===== config.mk =====
export PLATFORM = sky130hd
export DESIGN_NAME = seq_detect_ctrl
export DESIGN_NICKNAME = d
export VERILOG_FILES = /design/src/rtl/seq_detect_ctrl.sv
export SDC_FILE = /design/constraint.sdc
export NUM_CORES = 1
export LEC_CHECK = 0
export BUFFER_PORTS_ARGS = -buffer_cell sky130_fd_sc_hd__buf_2
export CORE_ASPECT_RATIO = 1.75
export CORE_MARGIN = 8
export CORE_UTILIZATION = 38
export DETAILED_ROUTE_END_ITERATION = 8
export PLACE_DENSITY = 0.58
export SYNTH_ARGS = -nofsm -noshare
export SYNTH_HDL_FRONTEND = slang
export SYNTH_SLANG_ARGS = --single-unit

===== constraint.sdc =====
create_clock -name clk -period 2.23 [get_ports clk]
set_clock_uncertainty 0.15 [all_clocks]
set_input_delay 0.1115 -clock clk [delete_from_list [all_inputs] [get_ports clk]]
set_output_delay 0.1115 -clock clk [all_outputs]
set_load 0.005 [all_outputs]

===== src/rtl/seq_detect_ctrl.sv =====
`default_nettype none
// ============================================================================
// Module   : seq_detect_ctrl
// Purpose  : Programmable serial-pattern detector with IDLE/ARMED/DONE
//            sequencing, overlap select and a saturating match counter.
// Revision : 1.0  initial release
// ============================================================================
module seq_detect_ctrl #(
    parameter int PW = 8,
    parameter int CW = 8
) (
    input  logic                      clk,
    input  logic                      rst,
    input  logic                      cfg_we,
    input  logic [PW-1:0]             cfg_pattern,
    input  logic [$clog2(PW+1)-1:0]   cfg_len,
    input  logic                      cfg_overlap,
    input  logic [CW-1:0]             cfg_target,
    input  logic                      start,
    input  logic                      stop,
    input  logic                      x_valid,
    input  logic                      x,
    output logic                      busy,
    output logic                      match,
    output logic [CW-1:0]             match_count,
    output logic                      done,
    output logic                      cfg_err
);

    localparam int LW = $clog2(PW+1);

    localparam logic [1:0] c_IDLE  = 2'd0;
    localparam logic [1:0] c_ARMED = 2'd1;
    localparam logic [1:0] c_DONE  = 2'd2;

    localparam logic [LW-1:0] c_PW_LEN      = LW'(PW);
    localparam logic [PW-1:0] c_RST_PATTERN = PW'(5);
    localparam logic [LW-1:0] c_RST_LEN     = LW'(3);
    localparam logic [CW-1:0] c_CNT_MAX     = '1;

    logic [1:0]    r_state;
    // Only PW-1 bits are kept; the newest bit is appended combinationally.
    logic [PW-2:0] r_hist;
    logic [LW-1:0] r_fill;
    logic          r_match;
    logic [CW-1:0] r_count;
    logic          r_cfg_err;
    logic [PW-1:0] r_pattern;
    logic [LW-1:0] r_len;
    logic          r_overlap;
    logic [CW-1:0] r_target;

    logic [PW-1:0] w_hist_n;
    logic [LW-1:0] w_fill_inc;
    logic [PW-1:0] w_mask;
    logic          w_armed;
    logic          w_hit;
    logic [CW-1:0] w_count_inc;
    logic          w_reach;
    logic          w_cfg_legal;

    assign w_armed     = (r_state == c_ARMED);
    assign w_hist_n    = {r_hist, x};
    assign w_fill_inc  = (r_fill >= c_PW_LEN) ? c_PW_LEN : r_fill + LW'(1);
    assign w_count_inc = (r_count == c_CNT_MAX) ? r_count : r_count + CW'(1);
    assign w_reach     = (r_target != '0) && (w_count_inc == r_target);
    assign w_cfg_legal = (cfg_len != '0) && (cfg_len <= c_PW_LEN);

    always_comb begin
        w_mask = '0;
        for (int i = 0; i < PW; i++) begin
            w_mask[i] = (i < int'(r_len));
        end
    end

    // A stop in the same cycle suppresses the hit entirely.
    assign w_hit = w_armed && x_valid && !stop
                && (w_fill_inc >= r_len)
                && (((w_hist_n ^ r_pattern) & w_mask) == '0);

    always_ff @(posedge clk) begin
        if (rst) begin
            r_state   <= c_IDLE;
            r_hist    <= '0;
            r_fill    <= '0;
            r_match   <= 1'b0;
            r_count   <= '0;
            r_cfg_err <= 1'b0;
            r_pattern <= c_RST_PATTERN;
            r_len     <= c_RST_LEN;
            r_overlap <= 1'b0;
            r_target  <= '0;
        end else begin
            r_match <= 1'b0;
            case (r_state)
                c_IDLE: begin
                    if (cfg_we) begin
                        if (w_cfg_legal) begin
                            r_pattern <= cfg_pattern;
                            r_len     <= cfg_len;
                            r_overlap <= cfg_overlap;
                            r_target  <= cfg_target;
                            r_cfg_err <= 1'b0;
                        end else begin
                            r_cfg_err <= 1'b1;
                        end
                    end
                    if (start && !stop && !r_cfg_err) begin
                        r_state <= c_ARMED;
                        r_hist  <= '0;
                        r_fill  <= '0;
                        r_count <= '0;
                    end
                end
                c_ARMED: begin
                    if (stop) begin
                        r_state <= c_IDLE;
                    end else if (x_valid) begin
                        r_hist <= w_hist_n[PW-2:0];
                        if (w_hit) begin
                            r_match <= 1'b1;
                            r_count <= w_count_inc;
                            r_fill  <= r_overlap ? w_fill_inc : '0;
                            if (w_reach) begin
                                r_state <= c_DONE;
                            end
                        end else begin
                            r_fill <= w_fill_inc;
                        end
                    end
                end
                c_DONE: begin
                    if (stop) begin
                        r_state <= c_IDLE;
                    end else if (start) begin
                        r_state <= c_ARMED;
                        r_hist  <= '0;
                        r_fill  <= '0;
                        r_count <= '0;
                    end
                end
                default: begin
                    r_state <= c_IDLE;
                end
            endcase
        end
    end

    assign busy        = (r_state == c_ARMED);
    assign done        = (r_state == c_DONE);
    assign match       = r_match;
    assign match_count = r_count;
    assign cfg_err     = r_cfg_err;

endmodule
`default_nettype wire

# Word level (Yosys, flattened, before mapping)
# Index checks and enable logic that the tools add are counted.
[classes]
add_sub_neg = 2
magnitude_cmp = 11
n_eq_ne = 14
mux = 33
bitwise = 4
n_reduce_logical = 21
[ops]
columns = ["operator", "count"]
rows = [
  ["$mux 8", 7],
  ["$mux 7", 5],
  ["$mux 4", 8],
  ["$pmux 8 s3", 1],
  ["$pmux 7 s3", 1],
  ["$lt 3x4->1 const A", 4],
  ["$mux 2", 7],
  ["$pmux 4 s3", 1],
  ["$ne 2x2->1 const B", 5],
  ["$add 8x1->8 const B", 1],
  ["$and 8x8->8", 1],
  ["$eq 8x8->1", 1],
  ["$eq 8x8->1 const B", 1],
  ["$logic_and 1x1->1", 8],
  ["$logic_not 8->1", 1],
  ["$lt 1x4->1 const A", 2],
  ["$lt 2x4->1 const A", 2],
  ["$reduce_bool 8->1", 1],
  ["$xor 8x8->8", 1],
  ["$reduce_and 7->1", 1],
  ["$ne 3x2->1 const B", 2],
  ["$ne 3x3->1 const B", 2],
  ["$pmux 2 s3", 1],
  ["$reduce_and 6->1", 1],
  ["17 further kinds", 20],
]
[totals]
regBits = 44
in_bits = 28

# Longest topological paths before layout
[logic_depth]
depth_word = 9
depth_mapped = 11
mapped_depth_nobuf = 10

# Worst setup path after synthesis
# Ideal clock, no wire load.
[synth_timing]
path_type = "register to register"
from = "register r_fill[0]"
to = "register r_count[1] (netlist: match_count[1])"
setup_time_ns = 0.145
arrival_time_ns = 2.137
setup_slack_ns = -0.202
path_stages_with_launch = 11
n_path_buf = 0
period_less_slack_ns = 2.432
cell_sequence = "dfxtp_1 > ha_1 > xnor2_1 > nor2_1 > ha_1 > o21a_1 > o22ai_1 > nor3_1 > o2111ai_1 > a21oi_1 > o221ai_1"
[synth_via]
elab_chain_cells = 7
word_cells_on_any_way = 8
cone_classes = "add/sub (1); order compare (2); eq/ne (1); mux (1); reduce/logical (3)"
[synth_lines]
columns = ["item", "line", "rtl"]
rows = [
  ["from (decl)", "44", "logic [LW-1:0] r_fill;"],
  ["from (signal assigned)", "123", "r_fill <= r_overlap ? w_fill_inc : '0;"],
  ["from (signal assigned)", "128", "r_fill <= w_fill_inc;"],
  ["$add 4x1->4 or $ge 4x4->1 (tied branches)", "64", "assign w_fill_inc = (r_fill >= c_PW_LEN) ? c_PW_LEN : r_fill + LW'(1);"],
  ["$mux 4 (*)", "64", ""],
  ["$ge 4x4->1 (*)", "78", "&& (w_fill_inc >= r_len)"],
  ["$logic_and 1x1->1 (*)", "78", ""],
  ["$logic_and 1x1->1 (*)", "79", "&& (((w_hist_n ^ r_pattern) & w_mask) == '0);"],
  ["$ne 2x1->1 (no source line) (*)", "--", ""],
  ["$reduce_and 7->1 (no source line) (*)", "--", ""],
  ["to (signal assigned)", "122", "r_count <= w_count_inc;"],
  ["to (decl)", "46", "logic [CW-1:0] r_count;"],
]
# Every way passes the cells marked *; elsewhere a longest branch is shown, timed or not.
# A chain may end at the register's enable or synchronous reset.

# Worst setup path after layout
[layout_timing]
from = "register r_fill[0]"
to = "register r_fill[3]"
[layout_via]
elab_chain_cells = 9
word_cells_on_any_way = 11
cone_classes = "add/sub (1); order compare (2); mux (6); reduce/logical (2)"
[layout_lines]
columns = ["item", "line", "rtl"]
rows = [
  ["$add 4x1->4 or $ge 4x4->1 (tied branches)", "64", ""],
  ["$mux 4 (*)", "64", ""],
  ["$ge 4x4->1", "78", ""],
  ["$logic_and 1x1->1", "78", ""],
  ["$logic_and 1x1->1", "79", ""],
  ["$mux 4 (*)", "120", "if (w_hit) begin"],
  ["$mux 4 (*)", "118", "end else if (x_valid) begin"],
  ["$mux 4 (*)", "116", "if (stop) begin"],
  ["$pmux 4 s3 (*)", "95", "case (r_state)"],
]
# Every way passes the cells marked *; elsewhere a longest branch is shown, timed or not. The select of a mux whose other input is x is not followed.

==> impl_metrics.toml <==
[power]
peakVddDrop_v = 0.0004036
finalPower_uw = 1634
powerDensity_nw_per_um2 = 474.0
p_leak_uw = 0.001331

[sta]
maxSlewHeadroom_pct = 39.54
tightest_slew_ps = 906.9
hold_viol_final = 0
period_needed_ps = 2401
holdWs_ps = 24.54
setup_viol = 15
slew_violations = 0
finalWorstSetupSlack_ps = -171.2
rsz0062_at_grt = "yes"
period_share_pct = 107.7
max_freq_mhz = 416.5

[detailed_routing]
routed_wl_mm = 7.260
wl_per_cell_um = 15.61
dr.first_iter.drc_count = 117
via_per_inst = 5.305
num_vias = 2467
wl_met1_mm = 2.739
postRouteAntennaNets = 0
routed.top_layer = "met4"
wl_met2_mm = 3.913
drc = 0
wl_met3_um = 300
firstDrtPassIters = 4

[place]
hpwlAfterDp_mm = 5.273
port_buffers = 39
post-place-ws_ps = -220.6
gp_congestion = 0.8925

[floorplanning]
start_util_pct = 39.07
die_area_sq_um = 9202
ios = 40
std_cell_rows = 38
coreArea_sq_um = 6133
die_height_um = 121.0
die-width_um = 76.03

[clocking]
clock_latency_ps = 300
numClockSinks = 44
cts-root-buf = "clkbuf_8"
cts_tree = "built"
numCtsBuffers = 5
cts_max_level = 2
clkTransAtPathRegs_ps = 80
clockBufferDepth = 2

[logic_synthesis]
syn-mean-instance-area_sq_um = 8.014
synthFlopType = "dfxtp_1"
yosys.cell_types.count = 53
ys_ff_latch = 44
netlist_area_sq_um = 2396
syn_nets = 334
synth_edf_count = 0
postSynthCellCount = 299
async_flop_share_pct = 0
yosysSeqAreaShare_pct = 36.76
yosys_warnings = 0

[critical_path]
cp-end-kind = "flip-flop"
critPathTopFamily = "compound AO/OA/AOI/OAI gates"
worst-path-buf-inv = 1
cp.required_ps = 2270
arrival_ps = 2440
cp_slowest_cell = "dfxtp_4"
crit_path_max_fanout = 6
start_kind = "flip-flop"
crit_chain = "ha_4 > xnor2_4 > nor2_2 > ha_2 > o21a_1 > o22ai_2 > nor3_4 > o2111ai_4 > buf_6 > o211ai_1 > nand2_1"
path_class = "reg -> reg"
critPathMaxStageDelay_ps = 370

[job]
drv_cap = 0

[global_routing]
grt_pass1_vias = 2467
antenna_found_initial = 0
grt_pass1_wl_mm = 12.12
grt.overflow.total = 0
grt_max_degree = 48
gr-usage-all-layers_pct = 16.34

[finish]
drive_gt1_share_pct = 31.95
final_common_cell = "nand2_1"
n_antenna_cell = 0
final_util_pct = 56.20
nets = 419
syn_to_final_growth_pct = 43.86
layout_common_cells = "58 x nand2_1, 39 x dfxtp_1, 39 x buf_2, 31 x buf_4, 27 x a21oi_1"

[run_status]
status = "finished, violations left"
violations = "setup timing"

[worst_hold_path]
min_path_type = "in -> reg"
## synth_stat cells (2+ instances only)
library cell  instances  area (sq um)
buf_4                 2         15.01
o32ai_1               3         26.28
a21o_1                2         15.01
a31oi_1               5         31.28
o21a_1                2         15.01
ha_1                  7         87.58
nor3_1                7         35.03
nand3_1               2         10.01
o211ai_1              3         22.52
or3_1                 3         18.77
o22ai_1               2         12.51
a21oi_1              28         140.1
nand2b_1              8         50.05
buf_6                 3         33.78
o31ai_1               4         30.03
and3_1                3         18.77
nand3b_1              5         37.54
inv_1                 8         30.03
and3_2                2         15.01
nor2_1               18         67.56
a211oi_1              4         30.03
a31o_2                2         17.52
nand2_1              59         221.5
xnor2_1              12         105.1
a22oi_1               7         52.55
o21ai_0               8         40.04
xor2_1                3         26.28
nor2b_1               5         31.28
dfxtp_1              44         880.8
clkbuf_1             11         41.29
nand4_1               5         31.28
## worst min-delay path: stages
cell and delay (ps):
buf_2 150, nor3_1 70, o31a_1 100
## per-stage QoR
step                      setup TNS, ps  cell area (sq um)  instances
after CTS                         -2189               3288        462
after global routing              -3852               3447        465
after floorplan                  -47.52               2496        299
after global placement            -1769               2895        428
final                             -2153               3447        465
after detailed placement          -2392               2895        428
## metal layers
metal	GRT usage, %	vias up
li1	-	1233
met5	0	-
met2	29.94	66
met4	10.00	0
met1	16.11	1150
met3	4.006	18
## worst paths after layout
kind	startpoint	endpoint	slack, ps	cells after the start
worst min register to register	r_pattern[4]	r_pattern[4]	320	2
worst max-delay path	r_fill[0]	r_fill[3]	-170	11
worst min-delay path	stop	r_state[0]	20	3
worst max register to register	r_fill[0]	r_fill[3]	-170	11
## cell type report
cell class / count / area, sq um
Clock buffer: 7 / 86.33
Clock inverter: 1 / 7.507
Fill cell: 574 / 2686
Inverter: 8 / 32.53
Multi-Input combinational cell: 230 / 1634
Sequential cell: 44 / 897.1
Tap cell: 80 / 100.1
Timing Repair Buffer: 95 / 689.4
## logic make-up after synthesis
| logic type | share of synthesized area (%) |
|---|---|
| simple gates | 25.54 |
| compound gates | 22.92 |
| flops | 36.76 |
| buf+inv | 5.222 |
| xor+xnor | 5.483 |
| fa+ha+maj | 3.655 |
| mux | 0.4178 |
## power breakdown
group          leakage [uW]  internal [uW]  total (uW)  switching [uW]
registers          0.000361            807         837            30.0
clock network     0.0000445            252         534             282
logic              0.000925            133         264             131
total               0.00133           1190        1630             442
## registers in the layout, indices dropped and copies added (netlist names), 2 cells and up
| name | cells |
|---|---|
| r_target | 8 |
| r_pattern | 8 |
| r_hist | 7 |
| match_count | 8 |
| r_len | 4 |
| r_state | 2 |
| r_fill | 4 |
## repair_timing
action,CTS,global route
pin swaps,14,11
endpoints found under the setup margin,15,15
setup buffers,3,3
hold buffers,23,0
gates resized for setup,8,22
hold endpoints to repair,23,0
(Power assumes the default switching activity.)
